--- config.mk ---
export PLATFORM = sky130hd
export DESIGN_NAME = program_loader
export DESIGN_NICKNAME = d
export VERILOG_FILES = /design/src/rtl/program_loader_pkg.sv /design/src/rtl/program_loader.sv
export SDC_FILE = /design/constraint.sdc
export NUM_CORES = 1
export LEC_CHECK = 0
export CAP_MARGIN = 5
export CORE_MARGIN = 2
export CORE_UTILIZATION = 50
export CTS_BUF_LIST = sky130_fd_sc_hd__clkbuf_8
export CTS_CLUSTER_DIAMETER = 50
export CTS_CLUSTER_SIZE = 25
export DETAILED_ROUTE_END_ITERATION = 10
export PLACE_DENSITY = 0.76
export SLEW_MARGIN = 20
export SYNTH_ARGS = -nofsm -noshare
export SYNTH_HDL_FRONTEND = slang
export SYNTH_SLANG_ARGS = --single-unit
--- constraint.sdc ---
create_clock -name clk_i -period 2.5 [get_ports clk_i]
set_clock_uncertainty 0.2 [all_clocks]
set_input_delay 0.5 -clock clk_i [delete_from_list [all_inputs] [get_ports clk_i]]
set_output_delay 0.5 -clock clk_i [all_outputs]
set_load 0.02 [all_outputs]
--- src/rtl/program_loader_pkg.sv ---
// Shared definitions for the byte-stream program loader: command codes and FSM states.
package program_loader_pkg;

    localparam logic [7:0] CMD_IMEM  = 8'h01;
    localparam logic [7:0] CMD_DMEM  = 8'h02;
    localparam logic [7:0] CMD_START = 8'h03;

    typedef enum logic [1:0] {
        ST_IDLE = 2'd0,
        ST_ADDR = 2'd1,
        ST_CNT  = 2'd2,
        ST_DATA = 2'd3
    } state_t;

endpackage

--- src/rtl/program_loader.sv ---
// Framed byte-stream loader: assembles little-endian words, writes them into instruction or
// data memory, and raises a sticky CPU start once the host sends the START command.
module program_loader
    import program_loader_pkg::*;
#(
    parameter int IMEM_AW = 8,
    parameter int DMEM_AW = 5
) (
    input  logic               clk_i,
    input  logic               rst_i,
    input  logic [7:0]         in_data_i,
    input  logic               in_valid_i,
    output logic               in_ready_o,
    output logic               imem_we_o,
    output logic [IMEM_AW-1:0] imem_addr_o,
    output logic               dmem_we_o,
    output logic [DMEM_AW-1:0] dmem_addr_o,
    output logic [31:0]        wdata_o,
    output logic               start_o,
    output logic               busy_o,
    output logic               err_o,
    output logic [15:0]        words_o
);

    localparam int AW = (IMEM_AW > DMEM_AW) ? IMEM_AW : DMEM_AW;

    state_t             r_state;
    logic               r_is_dmem;
    logic [AW-1:0]      r_addr;
    logic [8:0]         r_cnt;
    logic [1:0]         r_byte_idx;
    logic [23:0]        r_shift;
    logic [31:0]        r_wdata;
    logic               r_imem_we;
    logic               r_dmem_we;
    logic [IMEM_AW-1:0] r_imem_addr;
    logic [DMEM_AW-1:0] r_dmem_addr;
    logic               r_start;
    logic               r_err;
    logic [15:0]        r_words;

    logic               w_accept;
    logic               w_word_done;
    logic [AW-1:0]      w_addr_byte;

    // Once the CPU is started the link is closed until reset.
    assign w_accept    = in_valid_i & ~r_start;
    assign w_word_done = (r_state == ST_DATA) && w_accept && (r_byte_idx == 2'd3);
    assign w_addr_byte = AW'(in_data_i);

    always_ff @(posedge clk_i) begin
        if (rst_i) begin
            r_state     <= ST_IDLE;
            r_is_dmem   <= 1'b0;
            r_addr      <= '0;
            r_cnt       <= '0;
            r_byte_idx  <= '0;
            r_shift     <= '0;
            r_wdata     <= '0;
            r_imem_we   <= 1'b0;
            r_dmem_we   <= 1'b0;
            r_imem_addr <= '0;
            r_dmem_addr <= '0;
            r_start     <= 1'b0;
            r_err       <= 1'b0;
            r_words     <= '0;
        end else begin
            r_imem_we <= 1'b0;
            r_dmem_we <= 1'b0;

            if (w_word_done && (r_words != 16'hFFFF)) begin
                r_words <= r_words + 16'd1;
            end

            if (w_accept) begin
                case (r_state)
                    ST_IDLE: begin
                        case (in_data_i)
                            CMD_IMEM: begin
                                r_is_dmem <= 1'b0;
                                r_state   <= ST_ADDR;
                            end
                            CMD_DMEM: begin
                                r_is_dmem <= 1'b1;
                                r_state   <= ST_ADDR;
                            end
                            CMD_START: r_start <= 1'b1;
                            default:   r_err   <= 1'b1;
                        endcase
                    end
                    ST_ADDR: begin
                        r_addr  <= w_addr_byte;
                        r_state <= ST_CNT;
                    end
                    ST_CNT: begin
                        // A count byte of zero encodes the maximum of 256 words.
                        r_cnt      <= (in_data_i == 8'd0) ? 9'd256 : {1'b0, in_data_i};
                        r_byte_idx <= 2'd0;
                        r_state    <= ST_DATA;
                    end
                    ST_DATA: begin
                        r_byte_idx <= r_byte_idx + 2'd1;
                        r_shift    <= {in_data_i, r_shift[23:8]};
                        if (r_byte_idx == 2'd3) begin
                            r_wdata     <= {in_data_i, r_shift};
                            r_imem_addr <= r_addr[IMEM_AW-1:0];
                            r_dmem_addr <= r_addr[DMEM_AW-1:0];
                            r_imem_we   <= ~r_is_dmem;
                            r_dmem_we   <= r_is_dmem;
                            r_addr      <= r_addr + AW'(1);
                            r_cnt       <= r_cnt - 9'd1;
                            if (r_cnt == 9'd1) begin
                                r_state <= ST_IDLE;
                            end
                        end
                    end
                    default: r_state <= ST_IDLE;
                endcase
            end
        end
    end

    assign in_ready_o  = ~r_start;
    assign imem_we_o   = r_imem_we;
    assign imem_addr_o = r_imem_addr;
    assign dmem_we_o   = r_dmem_we;
    assign dmem_addr_o = r_dmem_addr;
    assign wdata_o     = r_wdata;
    assign start_o     = r_start;
    assign busy_o      = (r_state != ST_IDLE);
    assign err_o       = r_err;
    assign words_o     = r_words;

endmodule

== After elaboration in Yosys (flattened, before gate mapping) ==
Cells that the tools add are included.
Storage, ports and cells
  flip-flop bits (word level): 111
  output and inout port bits: 67
  word-level logic and storage cells: 69
Cells by class
  add/sub/neg operators: 4
  equality and inequality tests: 12
  multiplexer cells: 11
  bitwise gates (word level): 7
  reduce and logical (&&, ||, !) cells: 21
Operator list (number)
  $mux 9: 2
  $pmux 9 s2: 1
  $reduce_and 3->1: 6
  $add 16x1->16 const B: 1
  $eq 8x2->1 const B: 2
  $ne 16x16->1 const B: 1
  $pmux 8 s2: 1
  $eq 9x1->1 const B: 1
  $sub 9x1->9 const B: 1
  $add 8x1->8 const B: 1
  $eq 8x1->1 const B: 1
  $logic_not 8->1: 1
  $mux 8: 1
  $pmux 2 s4: 1
  $reduce_bool 2->1: 4
  $eq 2x2->1 const B: 3
  $mux 2: 3
  $not 1->1: 6
  $ne 2x1->1 const B: 2
  $pmux 2 s2: 1
  $reduce_and 2->1: 2
  $reduce_and 4->1: 1
  $reduce_or 4->1: 1
  $logic_and 1x1->1: 3
  other kinds (8): 8

== Longest topological paths before layout ==
Gate-level depths: netlist (run 1).
  depth after elaboration: 5
  mapped depth: 8
  gate-level depth less buffers: 7

== Least setup slack after synthesis (run 1) ==
No wires, ideal clock.
  path type: reg2reg
  start point: register r_words[0], in the netlist words_o[0]
  end point: register r_words[5], in the netlist words_o[5]
  library setup time: 0.121 ns
  arrival: 1.799 ns
  slack: 0.380 ns
  cell stages (with the launch flop): 7
  buffers on the path: 0
  clock period less this slack: 2.120 ns
  cells stage by stage: dfxtp_1 -> ha_1 -> nand4_1 -> or3_1 -> o21ai_2 -> nor3_1 -> mux2_2
On the way
  word-level cells in the longest chain between the ends: 2
  elaborated cells between the ends (all ways): 3
Ends and longest elaborated chain
  start, declared: line program_loader.sv:40  | logic [15:0] r_words;
  start signal, assigned: line program_loader.sv:72  | r_words <= r_words + 16'd1;
  parallel branches: the longest is 2 deep, another holds $add 16x1->16
Several ways; the timed one is not identified.
A chain may end at the register's enable or synchronous reset.

== Final worst setup path (run 1) ==
  start point: register r_state[1]
  end point: register r_shift[19]
On the way
  word-level cells in the longest chain between the ends: 2
Ends and longest elaborated chain
  start, declared: line program_loader.sv:27  | state_t r_state;
  start signal, assigned: line program_loader.sv:53  | r_state <= ST_IDLE;
  start signal, assigned: line program_loader.sv:81  | r_state <= ST_ADDR;
  start signal, assigned: line program_loader.sv:85  | r_state <= ST_ADDR;
  $eq 2x2->1: line program_loader.sv:76  | case (r_state)
  $reduce_and 2->1 (no line)
  end signal, assigned: line program_loader.sv:103  | r_shift <= {in_data_i, r_shift[23:8]};
  end, declared: line program_loader.sv:32  | logic [23:0] r_shift;
No other way between the ends.

==> results of run 1 <==
layout make-up:
type	instances	area, sq um
Inverter	9	33.8
Clock inverter	7	66.3
Tap cell	108	135
Multi-Input combinational cell	415	2180
Timing Repair Buffer	95	950
Fill cell	757	3110
Sequential cell	106	2120
Clock buffer	9	124
power breakdown:
| part | switching (uW) | internal [uW] | total [uW] |
|---|---|---|---|
| clock | 625 | 383 | 1010 |
| combinational | 65.2 | 42.2 | 107 |
| sequential | 1.91 | 1690 | 1690 |
| total | 692 | 2120 | 2810 |
stage by stage:
step,setup WS (ps),std cells,util (%),TNS [ps]
detailed placement,-106,733,62.2,-146
global placement,-77.8,733,62.2,-84.1
CTS,216,749,64.3,0
finish,216,749,64.3,0
global route,3.46,749,64.3,0
floorplan,380,572,-,0
path summary, 6_finish.rpt:
| kind | cells after the start | slack [ps] | endpoint |
|---|---|---|---|
| max | 7 | 220 | r_shift[19]$_SDFFE_PP0P_ |
| min | 2 | 260 | wdata_o[18]$_SDFFE_PP0P_ |
| max reg2reg | 7 | 220 | r_shift[19]$_SDFFE_PP0P_ |
| min reg2reg | 2 | 260 | wdata_o[18]$_SDFFE_PP0P_ |
flip-flops by register name, summed over array words and instances, names as in the netlist:
signal / flops
r_shift: 24
dmem_we_o: 1
r_is_dmem: 1
r_addr: 8
r_cnt: 9
r_state: 2
imem_addr_o: 8
imem_we_o: 1
words_o: 16
err_o: 1
wdata_o: 32
start_o: 1
r_byte_idx: 2
routing by layer:
metal,global-route usage [%],up-vias
met3,6.60,15
met2,37.1,135
li1,-,2078
met5,0,-
met4,5.58,0
met1,29.9,1927
cell usage in the layout, fill, tap and decap left out, types with 4 or more instances in the layout:
cell,synthesis,routed
nand2_1,146,146
dfxtp_1,106,106
a21oi_1,85,85
clkdlybuf4s50_1,0,75
nor2_1,35,35
o21ai_0,22,22
buf_4,5,14
nand3_1,13,13
inv_1,9,10
and3_1,9,9
nor3_1,9,9
ha_1,9,9
clkbuf_8,0,9
a31oi_1,8,8
nor2b_1,7,7
a211oi_1,7,7
xor2_1,5,5
or3_1,4,4
buf_12,0,4
timing repair:
item | 4_1_cts | 5_1_grt
endpoints found under the hold margin | 0 | 0
setup endpoints to repair | 1 | 0
gates resized for setup | 1 | 0
critical path, delay by kind of cell (launching register included):
kind / cells / cell delay (ps)
compound gates: 1 / 150
flops: 1 / 390
buf+inv: 3 / 930
simple gates: 2 / 290
fa+ha+maj: 1 / 230
logic make-up (layout without fill, tap and decap cells):
| group | Yosys count | in the layout | synth area share, % |
|---|---|---|---|
| simple gates | 244 | 244 | 24.0 |
| compound gates | 150 | 150 | 19.3 |
| flops | 106 | 106 | 47.0 |
| buf+inv | 51 | 120 | 4.76 |
| fa+ha+maj | 9 | 9 | 2.49 |
| xor+xnor | 8 | 8 | 1.55 |
| mux | 4 | 4 | 0.914 |
==> results_dict.tcl, run 1 <==
set metrics [dict create \
    status "completed" \
    dieWidth_microns 99.0 \
    overflow 0 \
    die_area_sq_um 9810 \
    min_from "wdata_o[18]$_SDFFE_PP0P_" \
    synth_most_common_cell "nand2_1" \
    wirelength_met1_microns 5030 \
    cts_buffers 9 \
    synth_area_per_cell_sq_um 7.90 \
    crit_start "r_state[1]$_SDFFE_PP0P_" \
    cts_sinks 106 \
    final_layout_size_suffix_gt1_share_pct 6.86 \
    wl_per_cell_microns 14.9 \
    critPathMaxFanout 32 \
    fin_crit_ps 2280 \
    synth_top_area_share_pct 47.0 \
    synth_cell_types 53 \
    dpl_cell_area_sq_um 5420 \
    syn_area_sq_um 4520 \
    leakagePower_uw 0.00193 \
    netlist_top_cells_count "146 x nand2_1, 106 x dfxtp_1, 85 x a21oi_1" \
    finalInstanceArea_sq_um 5610 \
    yosysSeqAreaShare_pct 47.0 \
    critPathRequiredTime_ps 2600 \
    htree_levels 3 \
    clk_latency_ps 370 \
    worstMarginPinSlew_ps 533 \
    critical_path.max_stage_delay_ps 390 \
    synth_edf_count 0 \
    grt_usage_pct 22.8 \
    path_common_cell "buf_4" \
    coreArea_sq_um 8720 \
    grt_antenna_before_repair 0 \
    synth_nets 592 \
    grt_pass1_wl_microns 18100 \
    synth_top_area_cell "dfxtp_1" \
    drt_iter0_drc 303 \
    synthArstFlopShare_pct 0 \
    area_growth_pct 24.2 \
    postCtsSetupBuffers 0 \
    cp-end-kind "register" \
    num_vias 4155 \
    slew_violations 0 \
    portBuffers 77 \
    hold_viol_final 0 \
    start_util_pct 51.8 \
    die_h_microns 99.0 \
    hp-class "register to register" \
    core.rowCount 34 \
    worst_path_max_delay_cell "dfxtp_1" \
    grt_max_degree 58 \
    startpoint_type "register" \
    cts.clk_slew.worst_paths_ps 100 \
    place_congestion 0.881 \
    power_density_nw_per_um2 500 \
    ant_nets 0 \
    total_power_uw 2810 \
    vias_per_cell 5.55 \
    wl_met3_microns 716 \
    holdBufCountCts 0 \
    relSlewSlack_pct 64.2 \
    root_buffer "clkbuf_8" \
    dr.max_layer_used "met4" \
    yosysWarnings 0 \
    drt_first_pass_iters 5 \
    grt_pass1_vias 3728 \
    drc 0 \
    peakVddDrop_mv 0.314 \
    fin_nets 656 \
    hpwl_microns 7600 \
    clock_path_buffers 2 \
    io_pins 78 \
    cts_tree "built" \
    synthTopCellsByArea "dfxtp_1 47%, nand2_1 12%, a21oi_1 9.4%" \
    wl_microns 11200 \
    critical_path_class "register to register" \
    antennaDiodeCount 0 \
    synthFlopType "dfxtp_1" \
    wl_met2_microns 5310 \
    synth_seq_cells 106 \
    arrival_ps 2380 \
    hold_slack_ps 260 \
    fmax_mhz 438 \
    fin_crit_sh_pct 91.4 \
    finalSetupViolCount 0 \
    cp_cell_sequence "ha_1, buf_4, inv_1, nor2_1, buf_4, nand2_1, a21oi_1" \
    maxCapViolations 0 \
    r2r_start "r_state[1]$_SDFFE_PP0P_" \
    synthCells 572 \
    rsz0062_at_grt "no" \
]
(Power assumes the default switching activity.)
==> run 2: changes to the inputs <==
CTS_CLUSTER_DIAMETER = not set   (was 50)
==> results of run 2 <==
No change in the layout: final DEF, timing and power equal those of run 1.
